File: src/rtl/instr_fetch_pkg.sv
// rtl/instr_fetch_pkg.sv - shared widths, default halt opcode and sequencer states
package instr_fetch_pkg;

  localparam int FUNC_W = 4;
  localparam int VAL_W  = 4;
  localparam int ADDR_W = 4;
  localparam int WORD_W = FUNC_W + VAL_W;
  localparam int DEPTH  = 1 << ADDR_W;

  localparam logic [FUNC_W-1:0] HALT_FUNC_DEF = 4'hF;

  typedef enum logic [1:0] {
    ST_IDLE  = 2'd0,
    ST_FETCH = 2'd1,
    ST_ISSUE = 2'd2,
    ST_HALT  = 2'd3
  } state_t;

endpackage

File: src/rtl/instr_rom.sv
// rtl/instr_rom.sv - 16x8 program store, synchronous write, combinational read
// Ports:
//   clk, rst_n : clock, async active-low reset (clears every word)
//   we         : write strobe, word written at rising edge
//   waddr/wdata: write address and word
//   raddr/rdata: combinational read port
module instr_rom
  import instr_fetch_pkg::*;
(
  input  logic              clk,
  input  logic              rst_n,
  input  logic              we,
  input  logic [ADDR_W-1:0] waddr,
  input  logic [WORD_W-1:0] wdata,
  input  logic [ADDR_W-1:0] raddr,
  output logic [WORD_W-1:0] rdata
);

  logic [WORD_W-1:0] mem [DEPTH];

  always_ff @(posedge clk or negedge rst_n) begin
    if (!rst_n) begin
      for (int i = 0; i < DEPTH; i++) begin
        mem[i] <= '0;
      end
    end else if (we) begin
      mem[waddr] <= wdata;
    end
  end

  assign rdata = mem[raddr];

endmodule

File: src/rtl/instr_fetch.sv
// rtl/instr_fetch.sv - program store plus fetch/issue sequencer with ready handshake
// Ports:
//   clk, rst_n          : clock, async active-low reset
//   start               : run from address 0 (IDLE/HALT only)
//   prog_we/addr/data   : program write port (IDLE/HALT only)
//   ctrl_ready          : downstream accepts the presented instruction
//   instr_valid/func/val: issued instruction
//   pc                  : current program address
//   busy, halted        : FETCH/ISSUE and HALT status
module instr_fetch
  import instr_fetch_pkg::*;
#(
  parameter logic [FUNC_W-1:0] HALT_FUNC = HALT_FUNC_DEF,
  parameter bit                WRAP      = 1'b1
) (
  input  logic              clk,
  input  logic              rst_n,
  input  logic              start,
  input  logic              prog_we,
  input  logic [ADDR_W-1:0] prog_addr,
  input  logic [WORD_W-1:0] prog_data,
  input  logic              ctrl_ready,
  output logic              instr_valid,
  output logic [FUNC_W-1:0] func,
  output logic [VAL_W-1:0]  val,
  output logic [ADDR_W-1:0] pc,
  output logic              busy,
  output logic              halted
);

  state_t            state, state_nxt;
  logic              pc_clear, pc_inc, load_instr;
  logic              parked;
  logic [WORD_W-1:0] rom_rdata;

  // The store is only writable while the sequencer is parked, so a running
  // program can never be modified underneath itself.
  assign parked = (state == ST_IDLE) || (state == ST_HALT);

  instr_rom u_rom (
    .clk   (clk),
    .rst_n (rst_n),
    .we    (prog_we && parked),
    .waddr (prog_addr),
    .wdata (prog_data),
    .raddr (pc),
    .rdata (rom_rdata)
  );

  always_ff @(posedge clk or negedge rst_n) begin
    if (!rst_n) begin
      state <= ST_IDLE;
    end else begin
      state <= state_nxt;
    end
  end

  always_comb begin
    state_nxt  = state;
    pc_clear   = 1'b0;
    pc_inc     = 1'b0;
    load_instr = 1'b0;
    case (state)
      ST_IDLE, ST_HALT: begin
        if (start) begin
          pc_clear  = 1'b1;
          state_nxt = ST_FETCH;
        end
      end
      ST_FETCH: begin
        // A halt word is never presented downstream.
        if (rom_rdata[WORD_W-1:VAL_W] == HALT_FUNC) begin
          state_nxt = ST_HALT;
        end else begin
          load_instr = 1'b1;
          state_nxt  = ST_ISSUE;
        end
      end
      ST_ISSUE: begin
        if (ctrl_ready) begin
          if ((pc == {ADDR_W{1'b1}}) && !WRAP) begin
            state_nxt = ST_HALT;
          end else begin
            pc_inc    = 1'b1;
            state_nxt = ST_FETCH;
          end
        end
      end
      default: state_nxt = ST_IDLE;
    endcase
  end

  always_ff @(posedge clk or negedge rst_n) begin
    if (!rst_n) begin
      pc <= '0;
    end else if (pc_clear) begin
      pc <= '0;
    end else if (pc_inc) begin
      pc <= pc + ADDR_W'(1);
    end
  end

  // func/val are registered at FETCH only, so ctrl_ready never reaches them
  // combinationally and they hold the last issued word outside ISSUE.
  always_ff @(posedge clk or negedge rst_n) begin
    if (!rst_n) begin
      func <= '0;
      val  <= '0;
    end else if (load_instr) begin
      func <= rom_rdata[WORD_W-1:VAL_W];
      val  <= rom_rdata[VAL_W-1:0];
    end
  end

  // Decoded straight from the state register so reset removes them at once.
  assign instr_valid = (state == ST_ISSUE);
  assign busy        = (state == ST_FETCH) || (state == ST_ISSUE);
  assign halted      = (state == ST_HALT);

endmodule

File: config.mk
export PLATFORM = sky130hd
export DESIGN_NAME = instr_fetch
export DESIGN_NICKNAME = d
export VERILOG_FILES = /design/src/rtl/instr_fetch_pkg.sv /design/src/rtl/instr_rom.sv /design/src/rtl/instr_fetch.sv
export SDC_FILE = /design/constraint.sdc
export NUM_CORES = 1
export LEC_CHECK = 0
export CAP_MARGIN = 20
export CORE_UTILIZATION = 45
export CTS_BUF_LIST = sky130_fd_sc_hd__clkbuf_8
export DETAILED_ROUTE_END_ITERATION = 16
export PLACE_DENSITY = 0.65
export SYNTH_ARGS = -nofsm -noshare
export SYNTH_HDL_FRONTEND = slang
export SYNTH_SLANG_ARGS = --single-unit
File: constraint.sdc
create_clock -name clk -period 2.86 [get_ports clk]
set_input_delay 0.858 -clock clk [delete_from_list [all_inputs] [get_ports clk]]
set_output_delay 0.858 -clock clk [all_outputs]
set_load 0.02 [all_outputs]
* After elaboration in Yosys (flattened, before gate mapping)
Index checks and enable logic that the tools add are counted. W data, S select, Z words.
Storage, ports and cells: register bits after elaboration 142, latch bits 0, RAM bits 0, bits in read-only memories 0, input bits 17, memories kept 0
Cells by class: add/sub/neg operators 1, multiply operators 0, divide/modulo/power cells 0, $lt $le $gt $ge 3, equal/unequal tests 6, shift-type cells 0, mux-type cells 18, bitwise logic cells 2, reduce and logical (&&, ||, !) cells 8
Operator list (number):
- $bwmux W128 | 1
- $bmux W8 S4 | 1
- $demux W8 S4 | 1
- $mux W8 | 3
- $ge A5 B5 Y1 const B | 2
- $not A4 Y5 | 2
- $mux W4 | 2
- $mux W1 | 7
- $pmux W2 S3 | 1
- $lt A5 B1 Y1 const B | 1
- $add A4 B1 Y4 const B | 1
- $eq A2 B2 Y1 const B | 2
- $eq A4 B4 Y1 const B | 1
- $mux W2 | 2
- $ne A2 B2 Y1 const B | 2
- $eq A2 B1 Y1 const B | 1
- $logic_and A1 B1 Y1 | 2
- $logic_not A2 Y1 | 1
- $logic_or A1 B1 Y1 | 2
- $reduce_and A2 Y1 | 1
- $reduce_bool A2 Y1 | 1
- $reduce_or A2 Y1 | 1

* Logic depth before layout (Yosys ltp)
word-level depth 7, gate-level depth with buffers 9

* By module
A second synthesis with hierarchy kept.
Second synthesis, totals: cell total of the unflattened synthesis 417, area total of the unflattened synthesis 6548.8 um2
Modules (own cells, without submodules):
- instr_rom | times used 1, cells each 365, area an instance 5915.7 um2, seq. area each 3203.1 um2
- instr_fetch | times used 1, cells each 52, area an instance 633.1 um2, seq. area each 350.3 um2

* Worst setup path before layout
No wires, ideal clock.
path kind register to register, from reg pc[1], to reg val[0], setup time 125 ps, arrival 2289 ps, data required time 2735 ps, path slack 446 ps, cell stages (with the launch flop) 6, clock period less this slack 2414 ps, path through dfrtp_1 -> clkbuf_1 -> clkbuf_1 -> mux4_2 -> mux4_2 -> mux2_4
On the way: longest elaborated chain between the ends 7
RTL lines:
- start: declaration | RTL line instr_fetch.sv:26 | output logic [ADDR_W-1:0] pc,
- start signal: assignment | RTL line instr_fetch.sv:99 | pc <= pc + ADDR_W'(1);
- $not A4 Y5 (implied by the code) (*) | RTL line instr_rom.sv:31 | assign rdata = mem[raddr];
- $bmux W8 S4 (*) | RTL line instr_rom.sv:31
- $mux W8 (implied by the code) (*) (2 in series) | RTL line instr_rom.sv:31
- $eq A4 B4 Y1 | RTL line instr_fetch.sv:72 | if (rom_rdata[WORD_W-1:VAL_W] == HALT_FUNC) begin
- $mux W1 | RTL line instr_fetch.sv:72
- $mux W1 | RTL line instr_fetch.sv:63 | case (state)
- end signal: assignment | RTL line instr_fetch.sv:111 | val <= rom_rdata[VAL_W-1:0];
- end: declaration | RTL line instr_fetch.sv:25 | output logic [VAL_W-1:0] val,
Every way passes the cells marked *; elsewhere a longest branch is shown, timed or not. The select of a mux whose other input is x is not followed. A chain may end at the register's enable or synchronous reset.

* Worst setup path after layout
from reg pc[3], to out pc[3]
No word-level cell between the ends.

==> metrics.txt <==
status=finished, final reports clean; H-tree depth=4; remaining global-route overflow=0; I/O pin total=32; Die Area=14,980 µm²; clk slew on worst S/H paths=0.07 ns; die width=122.4 µm; Resized Gates After CTS=0; antenna violations before repair=0; FFs w/ async S/R, synth=100.0%; vias per cell=5.619; Setup Buffers After CTS=0; clock skew=0.01420 ns; final net count=485; DRT Pass-1 Iters=4; Mapped Cells=410; Mapped Avg Cell Area=15.91 µm²; setup_tns=0 ns; die height=122.4 µm; Crit Path Category=reg -> out; GRT Resource Usage Total=20.44%; DRT iter0 DRCs=251; # port buffers=31; # placed instances=625; layout cell share with drive strength beyond 1=45.70%; vias in the first global route=3,946; Tmin final=2.726 ns; Worst-Skew Late Latency=0.45 ns; element type at the critical path start=flip-flop; Power Density=1016 nW/µm²; Crit path max-delay family=flip-flops; Data required, critical path=2.00 ns; Post-Syn Area=6521 µm²; flops & latches, synth=142; RSZ-0062 raised after global routing=false; max incr delay on CP=0.72 ns; Antenna Cells=0; hold buffer count at CTS=0; largest net degree at the start of global routing=61; Final WS setup=0.1339 ns; Hold Fails Final Rpt=0; clk sinks=142; CTS tree=done; maximum vdd ir drop=342.6 µV; Worst Reg2Reg Path Length in Cells=7; remaining antenna violation count=0; CP max stage cell=dfrtp_1; Unique masters post-synth=34; Initial Util=46.62%; Setup Viol. Count Final=0; Slew @ Worst Pin=0.5877 ns; post-DR wirelength/cell=20.46 µm; Post-synth EDFFs=0; first-pass GRT wire length=22,070 µm; Ys Warns=0; Max Clk Rate=366.8 MHz; Worst Hold Slack=0.3338 ns; total power=7.773 mW; r2r startpoint=pc[0]; HP Class=in -> async; Max Cap Viol=0; Num CTS Buffers=17; HPWL Detailed=9226 µm; Worst Path Buf+Inv=1; RR Endpoint=val[0]; Critical Path AT=1.87 ns; Slew Limit Headroom=60.82%; CTS Buffer Depth=2; Max Slew Vio Count=0; root buf cell=clkbuf_8; count of non-filler cells in the finished layout=657; FF-to-FF setup slack=0.39 ns; crit path cell chain=clkdlybuf4s50_1; Vias=3,692; DRC viols=0; top_reg_cell synth=dfrtp_1; Critical Path End Type=output port; period utilization=95.32%; Placement Setup Slack=0.2043 ns; Syn-to-layout area delta=17.31%; CP max FO=13; row count=43; Final Wtd Congestion=0.8201; sequential-to-total area share from yosys stat=54.49%; CORE AREA=13,990 µm²; final WL=13,440 µm; logic depth of the worst path, buffers included=1; Mapped Nets=431; LEAKAGE=3.393 nW
## placed cells by master, fill, tap and decap left out, types with 3 or more instances in the layout
cell type,count
clkdlybuf4s50_1,29
nand2_1,10
mux4_1,12
mux2_4,4
buf_12,3
a22oi_1,4
and3_1,3
dfrtp_1,141
nand2b_1,5
inv_1,7
buf_4,24
bufinv_16,6
clkinv_2,3
ha_1,4
clkbuf_8,19
nand3_1,6
a2bb2oi_1,3
a21oi_1,4
nor2_1,13
mux2_2,129
mux4_2,24
## metal layers
layer	vias up	wire, µm	track usage [%]	share of wire, %
met5	-	0	0	0
met4	0	176	7.088	1.3
met3	11	598	4.322	4.4
met2	77	6425	31.50	48
met1	1955	6240	28.75	46
li1	1649	-	-	-
## metrics by stage
| step | utilization, % | area, µm² |
|---|---|---|
| finish | 54.69 | 7650 |
| global route | 54.69 | 7650 |
| CTS | 54.67 | 7647 |
| detailed placement | 51.23 | 7167 |
| global placement | 51.23 | 7167 |
| floorplan | - | 6521 |
## flip-flops by register name (all words and copies together), names as in the netlist
name       cells
val            4
func           4
u_rom.mem    128
state          2
pc             4
## synth_stat cells, drive strengths merged, types with 2 or more instances
master	count	share of area, %
clkbuf	15	0.86
a21oi	4	0.31
o31a	2	0.27
mux2i	2	0.31
buf	8	1.2
and3	4	0.46
nor2b	2	0.19
xor2	2	0.27
nand2	10	0.58
nand2b	5	0.48
mux2	133	23
a2bb2oi	3	0.40
nand3	6	0.46
a22oi	4	0.46
dfrtp	142	54
mux4	36	13
nor3	2	0.15
nor2	13	0.75
ha	4	0.77
inv	5	0.29
## report_power, final
| group | internal (mW) | switching, mW | total, mW |
|---|---|---|---|
| sequential | 2.83 | 0.438 | 3.27 |
| combinational | 1.58 | 1.03 | 2.61 |
| clock | 1.16 | 0.730 | 1.89 |
## final cells by class
cell class	instances	area, µm²
repair buffers	58	554.3
fillers	1141	6339
clock inverters	13	219.0
inverters	5	18.77
multi-input cells	240	2816
clock buffers	19	261.5
well taps	180	225.2
flip-flops and latches	142	3555
## how the worst max path moves through the flow
stage | endpoint | slack, ns | startpoint
final | pc[3] | 0.13 | pc[3]
after global routing | pc[3] | 0.05 | pc[3]
after CTS | busy | 0.07 | state[0]
after detailed placement | u_rom.mem[56] | 0.20 | prog_we
after global placement | u_rom.mem[57] | 0.24 | prog_we
after floorplan | val[0] | 0.45 | pc[1]
## kinds of logic after synthesis
family                   after synthesis  share of synthesized area (%)
multiplexers                         171                          36.63
flip-flops                           142                          54.49
AND/OR/NAND/NOR                       46                          3.607
buffers and inverters                 28                          2.321
AO/OA/AOI/OAI                         16                          1.784
adder cells (fa/ha/maj)                4                         0.7675
XOR/XNOR                               3                         0.4030
No activity file was read; power rests on OpenSTA's default activity.
